### config.mk
export PLATFORM = sky130hd
export DESIGN_NAME = phase_window_decimator
export DESIGN_NICKNAME = d
export VERILOG_FILES = /design/src/rtl/phase_window_decimator.sv
export SDC_FILE = /design/constraint.sdc
export NUM_CORES = 1
export LEC_CHECK = 0
export CELL_PAD_IN_SITES_DETAIL_PLACEMENT = 0
export CELL_PAD_IN_SITES_GLOBAL_PLACEMENT = 1
export CORE_MARGIN = 4
export CORE_UTILIZATION = 43
export DETAILED_ROUTE_END_ITERATION = 10
export GPL_TIMING_DRIVEN = 0
export PLACE_DENSITY_LB_ADDON = 0.1
export SLEW_MARGIN = 20
export SYNTH_ARGS = -nofsm -noshare
export SYNTH_HDL_FRONTEND = slang
export SYNTH_SLANG_ARGS = --single-unit
### constraint.sdc
create_clock -name aclk -period 12.55 [get_ports aclk]
set_input_delay 3.1375 -clock aclk [delete_from_list [all_inputs] [get_ports aclk]]
set_output_delay 3.1375 -clock aclk [all_outputs]
set_load 0.03 [all_outputs]
### src/rtl/phase_window_decimator.sv
`default_nettype none
// ============================================================================
// Module      : phase_window_decimator
// Description : Mean phase and net phase advance over 2^k-sample windows of
//               an unwrapped 11Q21 phase stream, delivered on an AXIS master.
// Revision    : 1.0
// ============================================================================
module phase_window_decimator #(
    parameter int S_AXIS_TDATA_WIDTH = 32,
    parameter int M_AXIS_TDATA_WIDTH = 64,
    parameter int ACC_WIDTH          = 48,
    parameter int MAX_DECIM_LOG2     = 16
) (
    input  logic                          aclk,
    input  logic                          areset,
    input  logic [S_AXIS_TDATA_WIDTH-1:0] S_AXIS_tdata,
    input  logic                          S_AXIS_tvalid,
    input  logic                          enable,
    input  logic [4:0]                    decim_log2,
    output logic [M_AXIS_TDATA_WIDTH-1:0] M_AXIS_tdata,
    output logic                          M_AXIS_tvalid,
    input  logic                          M_AXIS_tready,
    output logic                          overrun,
    output logic [15:0]                   window_count
);

    localparam int DW = S_AXIS_TDATA_WIDTH;
    localparam int CW = MAX_DECIM_LOG2 + 1;

    localparam logic [4:0] c_KMAX  = 5'(MAX_DECIM_LOG2);
    localparam logic [1:0] c_IDLE  = 2'd0;
    localparam logic [1:0] c_PRIME = 2'd1;
    localparam logic [1:0] c_ACCUM = 2'd2;

    logic [1:0]           state_q, state_d;
    logic [ACC_WIDTH-1:0] sum_q;
    logic [CW-1:0]        cnt_q;
    logic [DW-1:0]        pref_q;
    logic [4:0]           k_q;

    logic                 strb1_q;
    logic [ACC_WIDTH-1:0] wsum1_q;
    logic [DW-1:0]        delta1_q;
    logic [4:0]           shift1_q;

    logic                 res_vld_q;
    logic [DW-1:0]        res_mean_q;
    logic [DW-1:0]        res_delta_q;

    logic [M_AXIS_TDATA_WIDTH-1:0] out_data_q, out_data_d;
    logic                          out_vld_q, out_vld_d;
    logic                          overrun_q, overrun_d;
    logic [15:0]                   wcount_q, wcount_d;

    logic                        w_prime_take;
    logic                        w_accum_take;
    logic                        w_win_end;
    logic [4:0]                  w_k_clamped;
    logic [ACC_WIDTH-1:0]        w_sample_ext;
    logic [ACC_WIDTH-1:0]        w_sum_full;
    logic [CW-1:0]               w_last_cnt;
    logic [DW-1:0]               w_delta;
    logic signed [ACC_WIDTH-1:0] w_mean_full;

    assign w_k_clamped  = (decim_log2 > c_KMAX) ? c_KMAX : decim_log2;
    assign w_sample_ext = {{(ACC_WIDTH-DW){S_AXIS_tdata[DW-1]}}, S_AXIS_tdata};
    assign w_sum_full   = sum_q + w_sample_ext;
    assign w_last_cnt   = (CW'(1) << k_q) - CW'(1);
    assign w_delta      = S_AXIS_tdata - pref_q;
    assign w_mean_full  = $signed(wsum1_q) >>> shift1_q;

    // ------------------------------------------------------------------
    // Control FSM
    // ------------------------------------------------------------------
    always_ff @(posedge aclk or posedge areset) begin
        if (areset) begin
            state_q <= c_IDLE;
        end else begin
            state_q <= state_d;
        end
    end

    always_comb begin
        state_d = state_q;
        case (state_q)
            c_IDLE:  if (enable) state_d = c_PRIME;
            c_PRIME: begin
                if (!enable)            state_d = c_IDLE;
                else if (S_AXIS_tvalid) state_d = c_ACCUM;
            end
            c_ACCUM: if (!enable) state_d = c_IDLE;
            default: state_d = c_IDLE;
        endcase
    end

    always_comb begin
        w_prime_take = 1'b0;
        w_accum_take = 1'b0;
        case (state_q)
            c_PRIME: w_prime_take = enable && S_AXIS_tvalid;
            c_ACCUM: w_accum_take = enable && S_AXIS_tvalid;
            default: ;
        endcase
        w_win_end = w_accum_take && (cnt_q == w_last_cnt);
    end

    // ------------------------------------------------------------------
    // Window accumulation
    // ------------------------------------------------------------------
    always_ff @(posedge aclk or posedge areset) begin
        if (areset) begin
            sum_q  <= '0;
            cnt_q  <= '0;
            pref_q <= '0;
            k_q    <= '0;
        end else if (!enable) begin
            sum_q <= '0;
            cnt_q <= '0;
        end else if (w_prime_take || w_win_end) begin
            // The closing sample of one window is the reference of the next.
            pref_q <= S_AXIS_tdata;
            k_q    <= w_k_clamped;
            sum_q  <= '0;
            cnt_q  <= '0;
        end else if (w_accum_take) begin
            sum_q <= w_sum_full;
            cnt_q <= cnt_q + CW'(1);
        end
    end

    // ------------------------------------------------------------------
    // Result pipeline: strobe stage, then shift stage
    // ------------------------------------------------------------------
    always_ff @(posedge aclk or posedge areset) begin
        if (areset) begin
            strb1_q     <= 1'b0;
            wsum1_q     <= '0;
            delta1_q    <= '0;
            shift1_q    <= '0;
            res_vld_q   <= 1'b0;
            res_mean_q  <= '0;
            res_delta_q <= '0;
        end else begin
            strb1_q <= w_win_end;
            if (w_win_end) begin
                wsum1_q  <= w_sum_full;
                delta1_q <= w_delta;
                shift1_q <= k_q;
            end
            res_vld_q <= strb1_q;
            if (strb1_q) begin
                res_mean_q  <= w_mean_full[DW-1:0];
                res_delta_q <= delta1_q;
            end
        end
    end

    // ------------------------------------------------------------------
    // AXIS output register
    // ------------------------------------------------------------------
    always_comb begin
        out_data_d = out_data_q;
        out_vld_d  = out_vld_q;
        overrun_d  = overrun_q;
        wcount_d   = wcount_q;
        if (out_vld_q && M_AXIS_tready) out_vld_d = 1'b0;
        if (!enable) overrun_d = 1'b0;
        if (res_vld_q) begin
            wcount_d = wcount_q + 16'd1;
            // A full register that is not draining this cycle loses the new result.
            if (out_vld_q && !M_AXIS_tready) begin
                overrun_d = 1'b1;
            end else begin
                out_data_d = {res_mean_q, res_delta_q};
                out_vld_d  = 1'b1;
            end
        end
    end

    always_ff @(posedge aclk or posedge areset) begin
        if (areset) begin
            out_data_q <= '0;
            out_vld_q  <= 1'b0;
            overrun_q  <= 1'b0;
            wcount_q   <= '0;
        end else begin
            out_data_q <= out_data_d;
            out_vld_q  <= out_vld_d;
            overrun_q  <= overrun_d;
            wcount_q   <= wcount_d;
        end
    end

    assign M_AXIS_tdata  = out_data_q;
    assign M_AXIS_tvalid = out_vld_q;
    assign overrun       = overrun_q;
    assign window_count  = wcount_q;

endmodule
`default_nettype wire

==> metrics.yaml <==
outcome:
  status: "complete, no violations"
yosys:
  synth_area_per_cell_um2: 9.85
  synth_cell_types: 71
  ys_ff_latch: 337
  synth_edf_count: 0
  yosysSeqAreaShare: 0.433
  yosysWarnings: 0
  synthesis.nets: 2101
  syn_area_um2: 19500
  synthCells: 1976
  synthArstFlopShare: 1.00
  synth_ff_type: "dfrtp_1"
cells_and_area:
  fin_cells: 2764
  area_growth_pct: 17.7
  final_cell_mix: "337 x dfrtp_1, 275 x nand2_1, 172 x mux2_2"
  postLayoutCellArea_um2: 22900
  drive_gt1_frac: 0.133
  final_common_cell: "dfrtp_1"
  finalNetCount: 2267
  antenna-diode-count: 0
cts:
  cts_sinks: 337
  cts_resized: 0
  cts_setup_buffers: 0
  cts_buffer_depth: 3
  cts-root-buf: "clkbuf_16"
  htreeDepth: 2
  cts_inserted_buffers: 39
  tritoncts: "done"
  clk_pin_slew_worst_paths_ns: 0.06
  clock_latency_ns: 0.57
  cts_hold_buffers: 0
detailed_routing:
  drtIter0Drc: 1026
  antenna_left: 0
  drc: 0
  routed_wl_um: 56200
  avgRoutedWirePerCell_um: 20.3
  dr_total_vias: 15369
  detail_route.vias_per_cell: 5.56
  first_pass_iters: 5
placement:
  numPortBuffers: 122
  place_inst: 2693
  place.gp.congestion: 0.984
  dpl.hpwl_um: 43600
  dpl_cell_area_um2: 21500
critical_path:
  crit_slowest_cell: "o41ai_1"
  cpPeakStageDelay_ns: 0.73
  cp_max_fo: 3
  cp.arrival_ns: 7.79
  end_kind: "flop"
  rr_endpoint: "sum_q[47]$_DFFE_PP0P_"
  r2r_slack_ns: 7.76
  worstRegToRegCells: 16
  worst_ep_required_time_ns: 13.00
  crit_chain: "clkdlybuf4s50_1 > ha_1 > fa_1 > a21o_1 > a21oi_1 > o31ai_1 > o41ai_1 > o41ai_1 > a21oi_1 > o21ai_0 > a41oi_1 > o21ai_0 > xor2_1 > mux2_2"
  cp-start-kind: "primary input"
  regToRegStartpoint: "k_q[3]$_DFFE_PP0P_"
  critPathKind: "in2reg"
global_routing:
  grt_pass1_wl_um: 89100
  grt_overflow: 0
  antenna_found_initial: 0
  grt_max_degree: 107
  grt_pass1_vias: 15466
  grt_usage: 0.234
timing:
  tightest_slew_ns: 0.852
  skew_ns: 0.0191
  rsz0062_at_grt: "false"
  post-route-period-util: 0.584
  setup_viol: 0
  hold_viol: 0
  hold_slack_ns: 0.403
  maxSlewViolCount: 0
  fin_crit_ns: 7.33
  max-slew-margin-rel: 0.426
  clock.fmax_mhz: 136
flow_run:
  drv_cap: 0
power:
  powerDensity_nw_per_um2: 128
  peakVddDrop_uv: 96.3
  leakage_uw: 0.0106
min_path:
  hold_end: "res_vld_q$_DFF_PP0_"
  hold_start: "strb1_q$_DFF_PP0_"
  holdCritPathClass: "reg2reg"
  hold_depth: 0
die:
  rows: 77
  fp.dieW_um: 221
  start_util: 0.437
  die_area_um2: 48700
  pin_count: 124
  die_h_um: 221
  core_area_um2: 44500
[how the worst max path moves through the flow]
stage | cells after the start | slack, ns | endpoint | startpoint
2_1_floorplan | 1 | 0.07 | M_AXIS_tdata[0]$_DFFE_PP0P_ | areset
3_3_place_gp | 2 | -4.17 | cnt_q[6]$_DFFE_PP0P_ | areset
3_5_place_dp | 14 | 4.72 | wsum1_q[40]$_DFFE_PP0P_ | S_AXIS_tdata[0]
4_1_cts | 14 | 5.31 | wsum1_q[40]$_DFFE_PP0P_ | S_AXIS_tdata[0]
5_1_grt | 14 | 4.92 | wsum1_q[40]$_DFFE_PP0P_ | S_AXIS_tdata[0]
6_report | 14 | 5.22 | wsum1_q[40]$_DFFE_PP0P_ | S_AXIS_tdata[0]
[through the flow]
stage	total power, uW	worst slack (ns)	TNS [ns]	utilization
2_1_floorplan	1530	0.0743	0	-
3_3_place_gp	1690	-4.17	-1384.44	0.481
3_5_place_dp	1700	4.72	0	0.483
4_1_cts	2950	5.31	0	0.515
5_1_grt	3070	4.92	0	0.515
6_report	2930	5.22	0	0.515
[logic make-up (layout without fill, tap and decap cells)]
kind of cell,count (synthesis),in the layout,synth area share
flip-flops,337,337,0.433
XOR/XNOR,114,114,0.0513
AND/OR/NAND/NOR,551,551,0.125
buffers and inverters,171,367,0.0344
adder cells (fa/ha/maj),84,84,0.0546
AO/OA/AOI/OAI,483,483,0.153
multiplexers,236,236,0.148
[power by group]
group | internal (uW) | leakage, uW | switching [uW] | total, uW
sequential | 1130 | 0.00462 | 22.4 | 1150
clock | 751 | 0.000675 | 480 | 1230
combinational | 202 | 0.00534 | 345 | 546
[Yosys cell counts (all sizes together), types with 4 or more instances]
library cell    n  area [um2]
nor2b          18         113
a31oi          15        93.8
and3           20         125
dfrtp         337        8430
or2             4        25.0
inv            53         199
clkbuf         87         328
nand2         275        1030
o21ai         165         826
a22o           31         272
ha             81        1010
a21o           34         255
mux4           24         541
buf            29         135
nand4          18         113
mux2i          39         390
xnor2          58         508
a211o           4        35.0
or4             5        41.3
a21oi         127         639
nor3           20         100
nand2b         16         100
o41ai           4        35.0
nor2          119         447
o21bai         10        75.1
and2           10        62.6
o31a            5        43.8
o31ai          11        82.6
o211ai         17         128
mux2          173        1950
a211oi         16         120
o21a           17         128
nand3          29         145
xor2           56         490
a311o           4        40.0
[worst max-delay path: cells and delay by family]
kind                     cells  cell delay, ns
AO/OA/AOI/OAI                9            3.01
adder cells (fa/ha/maj)      2            0.68
buffers and inverters        1            0.49
multiplexers                 1            0.28
XOR/XNOR                     1            0.20
[per-layer routing]
layer,GRT usage,vias up,part of all wire
met5,0,-,0
met3,0.0295,74,0.047
met4,0.0655,0,0.023
li1,-,7365,-
met1,0.341,7557,0.48
met2,0.368,373,0.45
[final cells by class]
class | instances | area [um2]
fillers | 4171 | 21600
multi-input cells | 1468 | 10400
flip-flops and latches | 337 | 8430
repair buffers | 125 | 1300
clock buffers | 55 | 1110
well taps | 592 | 741
plain buffers | 116 | 463
clock inverters | 16 | 290
inverters | 55 | 214
[flip-flops by register name (all words and copies together) (netlist names), 16 cells and up]
name          cells
pref_q           32
res_delta_q      32
delta1_q         32
M_AXIS_tdata     64
sum_q            48
cnt_q            17
wsum1_q          48
window_count     16
res_mean_q       32
Note: power is estimated with default switching activity, not from simulation.
